### src/rtl/melody_pkg.sv
// Shared types and the default tune for the melody player.
// A note is a tone frequency plus how long it sounds.
package melody_pkg;

    typedef struct packed {
        logic [31:0] freq;
        logic [15:0] dur_ms;
    } note_t;

    typedef enum logic [1:0] {
        IDLE = 2'd0,
        PLAY = 2'd1,
        GAP  = 2'd2
    } state_t;

    localparam int DEFAULT_NOTES = 8;

    // C major scale from C4 up to C5, a quarter second per note
    localparam note_t [0:DEFAULT_NOTES-1] DEFAULT_TABLE = '{
        '{freq: 32'd262, dur_ms: 16'd250},
        '{freq: 32'd294, dur_ms: 16'd250},
        '{freq: 32'd330, dur_ms: 16'd250},
        '{freq: 32'd349, dur_ms: 16'd250},
        '{freq: 32'd392, dur_ms: 16'd250},
        '{freq: 32'd440, dur_ms: 16'd250},
        '{freq: 32'd494, dur_ms: 16'd250},
        '{freq: 32'd523, dur_ms: 16'd250}
    };

endpackage

### src/rtl/ms_timer.sv
// Counts whole milliseconds since the last clear.
// ms_wrap flags the final clock cycle of each millisecond.
module ms_timer #(
    parameter int FCLK = 50_000_000
) (
    input  logic        clk,
    input  logic        reset_n,
    input  logic        clear,
    input  logic        en,
    output logic [15:0] ms_count,
    output logic        ms_wrap
);

    localparam int TICKS = FCLK / 1000;
    localparam int TW    = (TICKS > 1) ? $clog2(TICKS) : 1;

    logic [TW-1:0] tick;

    assign ms_wrap = en && (tick == TW'(TICKS - 1));

    always_ff @(posedge clk or negedge reset_n) begin
        if (!reset_n) begin
            tick     <= '0;
            ms_count <= '0;
        end else if (clear) begin
            tick     <= '0;
            ms_count <= '0;
        end else if (en) begin
            if (ms_wrap) begin
                tick     <= '0;
                ms_count <= ms_count + 16'd1;
            end else begin
                tick <= tick + TW'(1);
            end
        end
    end

endmodule

### src/rtl/melody_player.sv
// Walks a note table and drives the tone generator's freq/onOff inputs,
// inserting a silent gap after each note and optionally looping.
module melody_player
    import melody_pkg::*;
#(
    parameter int                  FCLK   = 50_000_000,
    parameter int                  NOTES  = 8,
    parameter int                  GAP_MS = 20,
    parameter note_t [0:NOTES-1]   TABLE  = DEFAULT_TABLE
) (
    input  logic                                   clk,
    input  logic                                   reset_n,
    input  logic                                   start,
    input  logic                                   stop,
    input  logic                                   loop,
    output logic [31:0]                            freq,
    output logic                                   onOff,
    output logic                                   busy,
    output logic [((NOTES > 1) ? $clog2(NOTES) : 1)-1:0] note_idx,
    output logic                                   done
);

    localparam int NIW     = (NOTES > 1) ? $clog2(NOTES) : 1;
    localparam bit HAS_GAP = (GAP_MS > 0);

    state_t         state;
    logic [15:0]    ms_count;
    logic           ms_wrap;
    logic [15:0]    dur_eff;
    logic [15:0]    target_ms;
    logic           phase_end;
    logic           advance;
    logic           last_note;
    logic [NIW-1:0] next_idx;
    logic           timer_clear;
    logic           timer_en;

    // A zero duration still sounds for one millisecond
    always_comb begin
        dur_eff   = (TABLE[note_idx].dur_ms == 16'd0) ? 16'd1 : TABLE[note_idx].dur_ms;
        target_ms = (state == PLAY) ? dur_eff : 16'(GAP_MS);
        phase_end = (state == PLAY || state == GAP) && ms_wrap &&
                    (ms_count == target_ms - 16'd1);
        advance   = phase_end && ((state == GAP) || !HAS_GAP);
        last_note = (note_idx == NIW'(NOTES - 1));
        next_idx  = last_note ? '0 : note_idx + NIW'(1);
    end

    // Restarting the timer on every phase change keeps each phase an exact multiple of a ms
    assign timer_clear = (state == IDLE) || phase_end || stop;
    assign timer_en    = (state != IDLE);

    ms_timer #(
        .FCLK (FCLK)
    ) u_timer (
        .clk      (clk),
        .reset_n  (reset_n),
        .clear    (timer_clear),
        .en       (timer_en),
        .ms_count (ms_count),
        .ms_wrap  (ms_wrap)
    );

    always_ff @(posedge clk or negedge reset_n) begin
        if (!reset_n) begin
            state    <= IDLE;
            freq     <= '0;
            onOff    <= 1'b0;
            busy     <= 1'b0;
            note_idx <= '0;
            done     <= 1'b0;
        end else begin
            done <= 1'b0;
            if (stop) begin
                state    <= IDLE;
                freq     <= '0;
                onOff    <= 1'b0;
                busy     <= 1'b0;
                note_idx <= '0;
            end else begin
                case (state)
                    IDLE: begin
                        if (start) begin
                            state    <= PLAY;
                            note_idx <= '0;
                            freq     <= TABLE[0].freq;
                            onOff    <= (TABLE[0].freq != 32'd0);
                            busy     <= 1'b1;
                        end
                    end
                    PLAY, GAP: begin
                        if (state == PLAY && phase_end && HAS_GAP) begin
                            state <= GAP;
                            onOff <= 1'b0;
                        end else if (advance) begin
                            // loop only matters at the moment the last note finishes
                            if (!last_note || loop) begin
                                state    <= PLAY;
                                note_idx <= next_idx;
                                freq     <= TABLE[next_idx].freq;
                                onOff    <= (TABLE[next_idx].freq != 32'd0);
                            end else begin
                                state    <= IDLE;
                                freq     <= '0;
                                onOff    <= 1'b0;
                                busy     <= 1'b0;
                                note_idx <= '0;
                                done     <= 1'b1;
                            end
                        end
                    end
                    default: begin
                        state    <= IDLE;
                        freq     <= '0;
                        onOff    <= 1'b0;
                        busy     <= 1'b0;
                        note_idx <= '0;
                    end
                endcase
            end
        end
    end

endmodule

### config.mk
export PLATFORM = sky130hd
export DESIGN_NAME = melody_player
export DESIGN_NICKNAME = d
export VERILOG_FILES = /design/src/rtl/melody_pkg.sv /design/src/rtl/ms_timer.sv /design/src/rtl/melody_player.sv
export SDC_FILE = /design/constraint.sdc
export NUM_CORES = 1
export LEC_CHECK = 0
export CAP_MARGIN = 30
export CELL_PAD_IN_SITES_DETAIL_PLACEMENT = 0
export CELL_PAD_IN_SITES_GLOBAL_PLACEMENT = 1
export CORE_MARGIN = 2
export CORE_UTILIZATION = 43
export CTS_CLUSTER_SIZE = 8
export DETAILED_ROUTE_END_ITERATION = 8
export GPL_TIMING_DRIVEN = 0
export PLACE_DENSITY_LB_ADDON = 0.1
export SKIP_LAST_GASP = 1
export SYNTH_ARGS = -nofsm -noshare
export SYNTH_HDL_FRONTEND = slang
export SYNTH_HIERARCHICAL = 1
export SYNTH_SLANG_ARGS = --single-unit
export TNS_END_PERCENT = 5
### constraint.sdc
create_clock -name clk -period 9.95 [get_ports clk]
set_input_delay 1.99 -clock clk [delete_from_list [all_inputs] [get_ports clk]]
set_output_delay 1.99 -clock clk [all_outputs]
set_load 0.1 [all_outputs]
==> flow_metrics.py <==
metrics = {
    "cells_and_area": {
        "instances_no_fill": 465,
        "drive_gt1_share_pct": 14.6,
        "seq_area_mm2": 0.00123,
        "nFillCells": 677,
        "areaGrowthSynthToFinish_pct": 17.3,
        "multi_input_area_mm2": 0.00164,
        "num_antenna_cells": 0,
        "nNetsFinal": 386,
        "finalInstanceArea_mm2": 0.00359,
    },
    "routing": {
        "dr.pass1.iters": 4,
        "viasPerCell": 5.14,
        "drt-total-wl_mm": 6.49,
        "ant_nets": 0,
        "drc_errors": 0,
        "drt-initial-drc-count": 123,
        "num_vias": 2392,
        "wl_per_cell_um": 14.0,
    },
    "placed_design": {
        "dp_hpwl_mm": 4.69,
        "gp_congestion": 0.806,
        "place_area_mm2": 0.00347,
        "place_ws_ps": 4670,
        "place_inst": 457,
        "io_buffers": 20,
    },
    "floorplanning": {
        "dieArea_mm2": 0.00780,
        "rows": 30,
        "fp.dieH_um": 88.3,
        "die_w_um": 88.3,
        "core_area_mm2": 0.00683,
        "pin_count": 43,
        "initial_core_util_pct": 44.8,
    },
    "clock_network": {
        "cts_setup_buffers": 0,
        "cts.htree.levels": 2,
        "cts.clk_slew.worst_paths_ps": 90,
        "cts_max_path_buffers": 2,
        "worstSkewPairLatency_ps": 300,
        "cts_buffers": 5,
        "clock_sinks": 49,
        "cts_hold_buf": 0,
        "cts_tree": "built",
        "cts-root-buf": "clkbuf_8",
        "cts.repair.resized": 0,
    },
    "yosys": {
        "yosys.area_share.adder_pct": 5.32,
        "synth-compound-area-share_pct": 10.7,
        "netlist_area_mm2": 0.00306,
        "yosys.area.top_type": "dfrtp_1",
        "ys_top_cells_by_area": "dfrtp_1, buf_4, ha_1",
        "synth_edf_count": 0,
        "yosys.area_share.simple_pct": 23.7,
        "synth_seq_cells": 49,
        "synth_top_family_by_area": "simple AND/OR/NAND/NOR gates",
        "syn_inst": 319,
        "async_reset_ff_share_pct": 100,
        "ys_dominant_reg_cell": "dfrtp_1",
        "synthMuxAreaShare_pct": 7.08,
        "yosys_warnings": 6,
        "synth_seq_area_share_pct": 40.1,
        "synth_xor_area_share_pct": 4.01,
        "synth.distinct_cells": 49,
        "synth_top_cell_area_share_pct": 40.1,
        "syn_area_per_cell_um2": 9.59,
    },
    "timing": {
        "fin_setup_tns_ps": 0,
        "tightest_slew_ps": 966,
        "finalSetupViolCount": 0,
        "rsz0062_at_grt": "no",
        "report.final.slew_viol_count": 0,
        "fin_ws_ps": 4660,
        "clock_skew_ps": 9.29,
        "hold_viol_final": 0,
        "fin_crit_sh_pct": 53.2,
        "layout_min_cycle_time_ps": 5290,
        "max_freq_mhz": 189,
        "maxSlewHeadroom_pct": 35.4,
    },
    "global_routing": {
        "grt_pass1_vias": 2265,
        "grt_max_degree": 27,
        "grtUsageTotal_pct": 17.6,
        "antenna_found_initial": 0,
        "grt_pass1_wl_mm": 10.9,
        "grt-ovfl-total": 0,
    },
    "min_path": {
        "hp-class": "flip-flop to flip-flop",
    },
    "critical_path": {
        "cp.arrival_ps": 5530,
        "path_max_fanout": 10,
        "critPathSlowestCell": "or4_1",
        "crit_type": "flip-flop to flip-flop",
        "cp_cell_sequence": "inv_1 > ha_1 > inv_1 > buf_2 > or4bb_1 > or4_4 > clkbuf_1 > clkbuf_1 > inv_2 > nand4b_1 > or3_1 > nor3_4 > or3_1 > o2111ai_1 > or3_1 > or4_1 > a21oi_1",
        "max_stage_delay_ps": 520,
        "start_kind": "flip-flop",
        "worstPathRequired_ps": 10190,
        "end_kind": "flip-flop",
        "cp_common_cell": "or3_1",
    },
    "power": {
        "leakagePower_nw": 1.50,
        "ir_drop_mv": 0.0876,
        "p_per_area_mw_per_mm2": 209,
    },
    "run": {
        "drv_cap": 0,
    },
    "run_status": {
        "status": "completed",
    },
}
## synth_stat cells (5+ instances only)
cell type  number
nand2_1        18
o21ai_0         5
buf_4          22
o31ai_1         9
nor4_1          8
nor2_1         30
or4_1          10
a21oi_1        22
nor3_1          7
nand4_1        10
inv_1          12
o21ai_1         7
clkbuf_1        9
mux2_4          8
ha_1           13
nand3_1         8
dfrtp_1        49
xnor2_1        13
or3_1           9
## through the flow
stage          hold slack [ps]  util, %  power, mW
6_report                   517     52.5      0.752
4_1_cts                    524     52.5      0.761
2_1_floorplan              519        -      0.535
5_1_grt                    535     52.5      0.789
3_5_place_dp               496     50.8      0.613
3_3_place_gp               498     50.6      0.609
## path summary, 6_finish.rpt
path | startpoint | cells past startpoint | end | slack (ps)
setup reg to reg | onOff$_DFFE_PN0P_ | 17 | u_timer/tick[15]$_DFFE_PN0P_ | 4660
min in group asynchronous | reset_n | 1 | u_timer/ms_count[11]$_DFFE_PN0P_ | 1670
setup / recovery | onOff$_DFFE_PN0P_ | 17 | u_timer/tick[15]$_DFFE_PN0P_ | 4660
hold / removal | freq[5]$_DFFE_PN0P_ | 1 | freq[5]$_DFFE_PN0P_ | 520
max in group asynchronous | reset_n | 2 | u_timer/tick[3]$_DFFE_PN0P_ | 7740
hold reg to reg | freq[5]$_DFFE_PN0P_ | 1 | freq[5]$_DFFE_PN0P_ | 520
## cells in the final DEF (no fill, tap or decap), types with 5 or more instances in the layout
master	n
mux2_4	8
ha_1	13
o21ai_1	7
nor3_1	7
conb_1	22
clkdlybuf4s50_1	19
inv_1	12
nor4_1	8
clkbuf_1	9
xnor2_1	13
a21oi_1	22
o21ai_0	5
buf_4	22
nand4_1	10
or4_1	10
or3_1	9
nand3_1	8
clkbuf_8	5
nand2_1	18
o31ai_1	9
dfrtp_1	49
nor2_1	30
## flip-flops by register name (all words and copies together) (netlist names)
name	flops
state	1
busy	1
u_timer/tick	16
freq	10
onOff	1
u_timer/ms_count	16
done	1
note_idx	3
## metal layers
layer | global-route usage (%) | vias to the layer above | part of all wire [%]
li1 | - | 1207 | -
met1 | 24.3 | 1135 | 47
met2 | 29.1 | 46 | 48
met3 | 2.80 | 4 | 3.6
met4 | 4.27 | 0 | 0.74
met5 | 0 | - | 0
## kinds of logic after synthesis
group / after synthesis
flops: 49
mux: 17
other cells: 1
buf+inv: 47
compound gates: 51
simple gates: 127
fa+ha+maj: 13
xor+xnor: 14
## where the power goes
part	switching, mW	internal [mW]	total (mW)
Combinational	0.270	0.103	0.373
Clock	0.0686	0.0753	0.144
Sequential	0.0167	0.218	0.235
Total	0.355	0.397	0.752
## worst max-delay path, delay by kind of cell, from the launching register on
kind                       cells  cell delay, ps
AOI/OAI and AO/OA              2             460
adders and majority gates      1             240
buffers and inverters          6            1080
DFF                            1             430
and+or+nand+nor                8            2990
## layout make-up
| class | instances | share of cell area [%] |
|---|---|---|
| well taps | 96 | 3.35 |
| clock inverters | 3 | 1.29 |
| flip-flops and latches | 49 | 34.2 |
| multi-input cells | 244 | 45.6 |
| plain buffers | 34 | 6.31 |
| clock buffers | 5 | 1.92 |
| inverters | 13 | 1.36 |
| repair buffers | 21 | 6.00 |
Power figures use the tool's default switching activity.
